### src/rtl/down_counter_timer.sv
// Loadable down-counter timer with one-shot and auto-reload modes; pulses done on terminal count.
// Optional pause input enabled by defining DOWN_COUNTER_TIMER_PAUSE_EN.
module down_counter_timer #(
  parameter int WIDTH = 4
) (
  input  logic             clk,
  input  logic             rst,
  input  logic             load,
  input  logic [WIDTH-1:0] load_val,
  input  logic             start,
  input  logic             stop,
  input  logic             auto_reload,
`ifdef DOWN_COUNTER_TIMER_PAUSE_EN
  input  logic             pause,
`endif
  output logic [WIDTH-1:0] count,
  output logic             busy,
  output logic             done,
  output logic             zero
);

  typedef enum logic [0:0] {
    IDLE = 1'b0,
    RUN  = 1'b1
  } state_t;

  localparam logic [WIDTH-1:0] CNT_ZERO = {WIDTH{1'b0}};
  localparam logic [WIDTH-1:0] CNT_ONE  = {{(WIDTH-1){1'b0}}, 1'b1};

  state_t           state_r;
  state_t           state_nxt_s;
  logic [WIDTH-1:0] count_r;
  logic [WIDTH-1:0] count_nxt_s;
  logic [WIDTH-1:0] reload_r;
  logic [WIDTH-1:0] reload_nxt_s;
  logic             done_r;
  logic             done_nxt_s;
  logic             pause_s;

`ifdef DOWN_COUNTER_TIMER_PAUSE_EN
  assign pause_s = pause;
`else
  assign pause_s = 1'b0;
`endif

  // State, count, reload value and done pulse registers
  always_ff @(posedge clk or negedge rst) begin
    if (!rst) begin
      state_r  <= IDLE;
      count_r  <= CNT_ZERO;
      reload_r <= CNT_ZERO;
      done_r   <= 1'b0;
    end else begin
      state_r  <= state_nxt_s;
      count_r  <= count_nxt_s;
      reload_r <= reload_nxt_s;
      done_r   <= done_nxt_s;
    end
  end

  // Next-state logic: load outranks stop, stop outranks pause, pause outranks counting
  always_comb begin
    state_nxt_s  = state_r;
    count_nxt_s  = count_r;
    reload_nxt_s = reload_r;
    done_nxt_s   = 1'b0;
    if (load) begin
      reload_nxt_s = load_val;
      count_nxt_s  = load_val;
      state_nxt_s  = IDLE;
    end else begin
      case (state_r)
        IDLE: begin
          if (start) begin
            if (count_r == CNT_ZERO) begin
              done_nxt_s = 1'b1;
            end else begin
              state_nxt_s = RUN;
            end
          end else begin
            state_nxt_s = IDLE;
          end
        end
        RUN: begin
          if (stop) begin
            state_nxt_s = IDLE;
          end else if (pause_s) begin
            state_nxt_s = RUN;
          end else if (count_r > CNT_ONE) begin
            count_nxt_s = count_r - CNT_ONE;
          end else if (count_r == CNT_ONE) begin
            count_nxt_s = CNT_ZERO;
            done_nxt_s  = 1'b1;
            state_nxt_s = auto_reload ? RUN : IDLE;
          end else if (!auto_reload) begin
            state_nxt_s = IDLE;
          end else begin
            // A zero reload value means the timer expires on every cycle
            count_nxt_s = reload_r;
            done_nxt_s  = (reload_r == CNT_ZERO);
          end
        end
        default: begin
          state_nxt_s = IDLE;
        end
      endcase
    end
  end

  // Output decode
  always_comb begin
    count = count_r;
    busy  = (state_r == RUN);
    done  = done_r;
    zero  = (count_r == CNT_ZERO);
  end

endmodule

### config.mk
export PLATFORM = sky130hd
export DESIGN_NAME = down_counter_timer
export DESIGN_NICKNAME = d
export VERILOG_FILES = /design/src/rtl/down_counter_timer.sv
export SDC_FILE = /design/constraint.sdc
export NUM_CORES = 1
export LEC_CHECK = 0
export ABC_CLOCK_PERIOD_IN_PS = 1980
export CAP_MARGIN = 20
export CORE_UTILIZATION = 40
export DETAILED_ROUTE_END_ITERATION = 8
export HOLD_SLACK_MARGIN = 0.02
export PLACE_DENSITY = 0.72
export SETUP_SLACK_MARGIN = 0.4
export SYNTH_ARGS = -nofsm -noshare
export SYNTH_HDL_FRONTEND = slang
export SYNTH_SLANG_ARGS = --single-unit
### constraint.sdc
create_clock -name clk -period 1.98 [get_ports clk]
set_clock_uncertainty 0.1 [all_clocks]
set_input_delay 0.396 -clock clk [delete_from_list [all_inputs] [get_ports clk]]
set_output_delay 0.396 -clock clk [all_outputs]
set_load 0.01 [all_outputs]
* After elaboration in Yosys (flattened, before gate mapping)
Index checks and enable logic that the tools add are counted.
** Word-level totals
- Flip-flop bits (word level) :: 10
- Word-level logic and storage cells :: 35
** Operators by class
- Add/sub/neg operators :: 1
- Reductions and logical operators :: 5
- Multiplexer cells :: 21
- Bitwise logic cells :: 1
- $lt $le $gt $ge :: 1
- Equality and inequality tests :: 2
** Operators by type and width (number)
- 4-bit 2-to-1 mux :: 6
- 1-bit 2-to-1 mux :: 13
- 4-bit logical NOT :: 2
- 4-bit by 1-bit equality test with 1-bit output, second input constant :: 1
- 4-bit by 1-bit > comparator with 1-bit output, second input constant :: 1
- 1-bit case mux with 2 select lines :: 2
- 4-bit nonzero test :: 1
- 4-bit by 1-bit subtractor with 4-bit output, second input constant :: 1
- 3-bit AND reduction :: 1
- 2-bit inequality test, second input constant :: 1
- 2-bit nonzero test :: 1
- 1-bit inverter :: 1

* Longest topological paths before layout
Gate-level depths: netlist of run 1.
- Depth after elaboration :: 7
- Depth in mapped cells :: 7

* Worst setup path after synthesis of run 1
No wires, ideal clock.
- Kind :: register to register
- Start point :: register count_r[0], in the netlist count[0]
- End point :: register count_r[1], in the netlist count[1]
- Slack :: -78 ps
- Clock period less this slack :: 2058 ps
- Stages on the path, launching flop included :: 8
- Path buffers :: 1
- Library setup time :: 92 ps
- Data arrival time :: 1866 ps
- Cells stage by stage :: dfrtp_1 inv_1 ha_1 or3b_1 buf_2 o31a_4 o221a_1 o31ai_2
** Between the ends
- Longest elaborated chain between the ends :: 6
** RTL lines
- from (decl) :: RTL line 32 : logic [WIDTH-1:0] count_r;
- from (signal assigned) :: RTL line 55 : count_r <= count_nxt_s;
- branches (longest 6 deep; another with 4-bit by 1-bit subtractor with 4-bit output)
Parallel ways; which one is timed is not known. The select of a mux whose other input is x is not followed.
A chain may end at the register's enable or synchronous reset.

* Final worst setup path of run 1
- Start point :: register count_r[0], in the netlist count[0]
- End point :: output zero
** Between the ends
- Longest elaborated chain between the ends :: 1
** RTL lines
- 4-bit logical NOT :: RTL line 115 : zero = (count_r == CNT_ZERO);
- to (decl) :: RTL line 19 : output logic zero
Every way passes these cells.

==> results of run 1 <==
-- stage by stage --
stage               TNS (ns)  cells  area, um^2  util [%]
CTS                        0    111         908      67.3
global route        -0.00425    111         915      67.7
finish                     0    111         915      67.7
global placement     -0.0377    104         851      63.0
detailed placement   -0.0586    104         851      63.0
floorplan                  0     66         616         -
-- kinds of logic after synthesis --
logic type / count (synthesis) / synth area share, %
AOI/OAI and AO/OA: 21 / 27.1
adders and majority gates: 2 / 4.20
buffers and inverters: 10 / 6.51
DFF: 10 / 42.0
and+or+nand+nor: 23 / 20.2
-- critical path: stages (launching register included) --
cell and delay [ns]:
dfrtp_2 0.41, inv_2 0.08, ha_4 0.12, or3b_4 0.37, inv_1 0.06, buf_2 0.12
-- power breakdown --
| group | leakage (uW) | internal [uW] | switching, uW | total (uW) |
|---|---|---|---|---|
| clock network | 0.0000150 | 78.1 | 75.7 | 154 |
| logic | 0.000291 | 113 | 106 | 219 |
| registers | 0.000124 | 224 | 14.6 | 239 |
| total | 0.000430 | 415 | 196 | 611 |
-- cell type report --
cell class              count  share of cell area (%)
well taps                  15                    2.05
multi-input cells          46                    38.9
flip-flops and latches     10                    27.5
clock buffers               4                    2.87
inverters                   7                    2.87
repair buffers             29                    25.9
-- state kept, by name, summed over array words and instances (netlist names) --
name      cells
count         4
reload_r      4
done          1
busy          1
-- routing by layer --
metal	part of all wire, %	vias up	track usage [%]	wire length, um
met3	4.4	4	6.67	69
met5	0	-	0	0
met1	49	275	29.7	757
met2	44	18	30.6	681
met4	2.8	0	15.0	44
li1	-	303	-	-
-- cell usage after synthesis, types with 2 or more instances --
| cell | instances |
|---|---|
| ha_1 | 2 |
| clkbuf_1 | 2 |
| o21ai_0 | 5 |
| nor2b_1 | 2 |
| dfrtp_1 | 10 |
| o31ai_1 | 2 |
| nor2_1 | 5 |
| nand2_1 | 7 |
| a21oi_1 | 2 |
| inv_1 | 7 |
| nand2b_1 | 2 |
-- how the worst min path moves through the flow --
stage                           start           to  slack, ns  cells after the start
after global routing              rst  reload_r[1]       0.38                      1
after CTS                         rst         busy       0.36                      1
after floorplan                   rst         busy     0.0004                      0
after global placement    reload_r[3]  reload_r[3]       0.40                      2
final                             rst  reload_r[1]       0.35                      1
after detailed placement  reload_r[3]  reload_r[3]       0.41                      2
-- timing repair --
action / in CTS / in global routing
endpoints found under the hold margin: 0 / 0
hold buffers: 0 / 0
cloned: 0 / 0
buffers inserted: 3 / 0
setup endpoints to repair: 13 / 10
resized for setup: 19 / 10
pin swaps: 1 / 2
==> flow_metrics.env, run 1 <==
export IMPL_status="completed"
export IMPL_rr_worst_depth=7
export IMPL_final_common_cell="buf_4"
export IMPL_grt_pass1_wl_um=2260
export IMPL_setup_viol=0
export IMPL_setup_worst_path_start="count[0]"
export IMPL_drt_iter0_drc=13
export IMPL_numPortBuffers=16
export IMPL_dieArea_um2=1650
export IMPL_synth_area_top_cells="dfrtp_1, inv_1, nand2_1"
export IMPL_drive_above_1_share_pct=34.4
export IMPL_clock_sinks=10
export IMPL_r2r_slack_ns=0.06
export IMPL_fill_cells=107
export IMPL_grt_max_degree=16
export IMPL_cts_clk_slew_worst_paths_ns=0.07
export IMPL_dp_hpwl_um=1080
export IMPL_antenna_found_initial=0
export IMPL_syn_area_um2=596
export IMPL_maxCapViolCount=0
export IMPL_gp_congestion=0.891
export IMPL_num_vias=600
export IMPL_fp_dieW_um=40.6
export IMPL_fp_dieH_um=40.6
export IMPL_reg2reg_from="count[0]"
export IMPL_required_ns=1.48
export IMPL_seq_area_frac_synth_pct=42.0
export IMPL_insertion_delay_ns=0.27
export IMPL_cts_max_level=1
export IMPL_post_drt_via_cell_ratio=5.41
export IMPL_nNetsFinal=109
export IMPL_hold_class="input pin to async pin"
export IMPL_insertedDiodeCount=0
export IMPL_grt_pass1_vias=506
export IMPL_cts_buffers_inserted=3
export IMPL_worstReg2RegEnd="count[0]"
export IMPL_worst_slew_pin_slew_ns=0.477
export IMPL_avgSynthCellArea_um2=9.02
export IMPL_yosysWarnings=0
export IMPL_row_count=13
export IMPL_pre_cts_slack_ns=-0.0435
export IMPL_slew_violations=0
export IMPL_peakVddDrop_uv=475
export IMPL_ys_seq_elements=10
export IMPL_io_pins=17
export IMPL_path_class="register to primary output"
export IMPL_ys_flop_type="dfrtp_1"
export IMPL_multi_input_area_um2=355
export IMPL_fmax_mhz=519
export IMPL_coreArea_um2=1350
export IMPL_grt_overflow=0
export IMPL_fin_total_pwr_uw=611
export IMPL_cp_end_kind="primary output"
export IMPL_first_pass_iters=4
export IMPL_synth_nets=78
export IMPL_drt_total_wl_um=1550
export IMPL_min_period_over_period_pct=97.2
export IMPL_layout_common_cells="buf_4, dfrtp_1, clkdlybuf4s50_1"
export IMPL_synth_cell_types=31
export IMPL_syn_to_final_growth_pct=53.6
export IMPL_fin_ws_ns=0.0547
export IMPL_critPathArrivalTime_ns=1.43
export IMPL_post_drt_wl_per_cell_um=14.0
export IMPL_finalHoldViolCount=0
export IMPL_seq_area_um2=251
export IMPL_async_reset_ff_share_pct=100
export IMPL_cts_tree="built"
export IMPL_synth_edf_count=0
export IMPL_slew_headroom_pct=68.1
export IMPL_yosys_area_top_type_share_pct=42.0
export IMPL_power_density_nw_per_um2=668
export IMPL_root_buffer="clkbuf_4"
export IMPL_track_usage_pct=22.4
export IMPL_detail_route_antenna_nets=0
export IMPL_syn_inst=66
export IMPL_critPathCapture="zero"
export IMPL_start_kind="register"
export IMPL_power_leakage_uw=0.000430
export IMPL_fin_crit_ns=1.93
export IMPL_fin_worst_hold_slack_ns=0.347
export IMPL_cts_max_path_buffers=2
export IMPL_yosysTopAreaCell="dfrtp_1"
export IMPL_remaining_drc_errors=0
export IMPL_crit_fanout=2
export IMPL_initial_core_util_pct=44.1
export IMPL_rsz0062_at_grt="yes"
(Power assumes the default switching activity.)
==> run 2, diff against run 1 <==
ABC_CLOCK_PERIOD_IN_PS = unset   (was 1980)
==> results of run 2 <==
The final DEF is identical to that of run 1; final timing and power are the same.
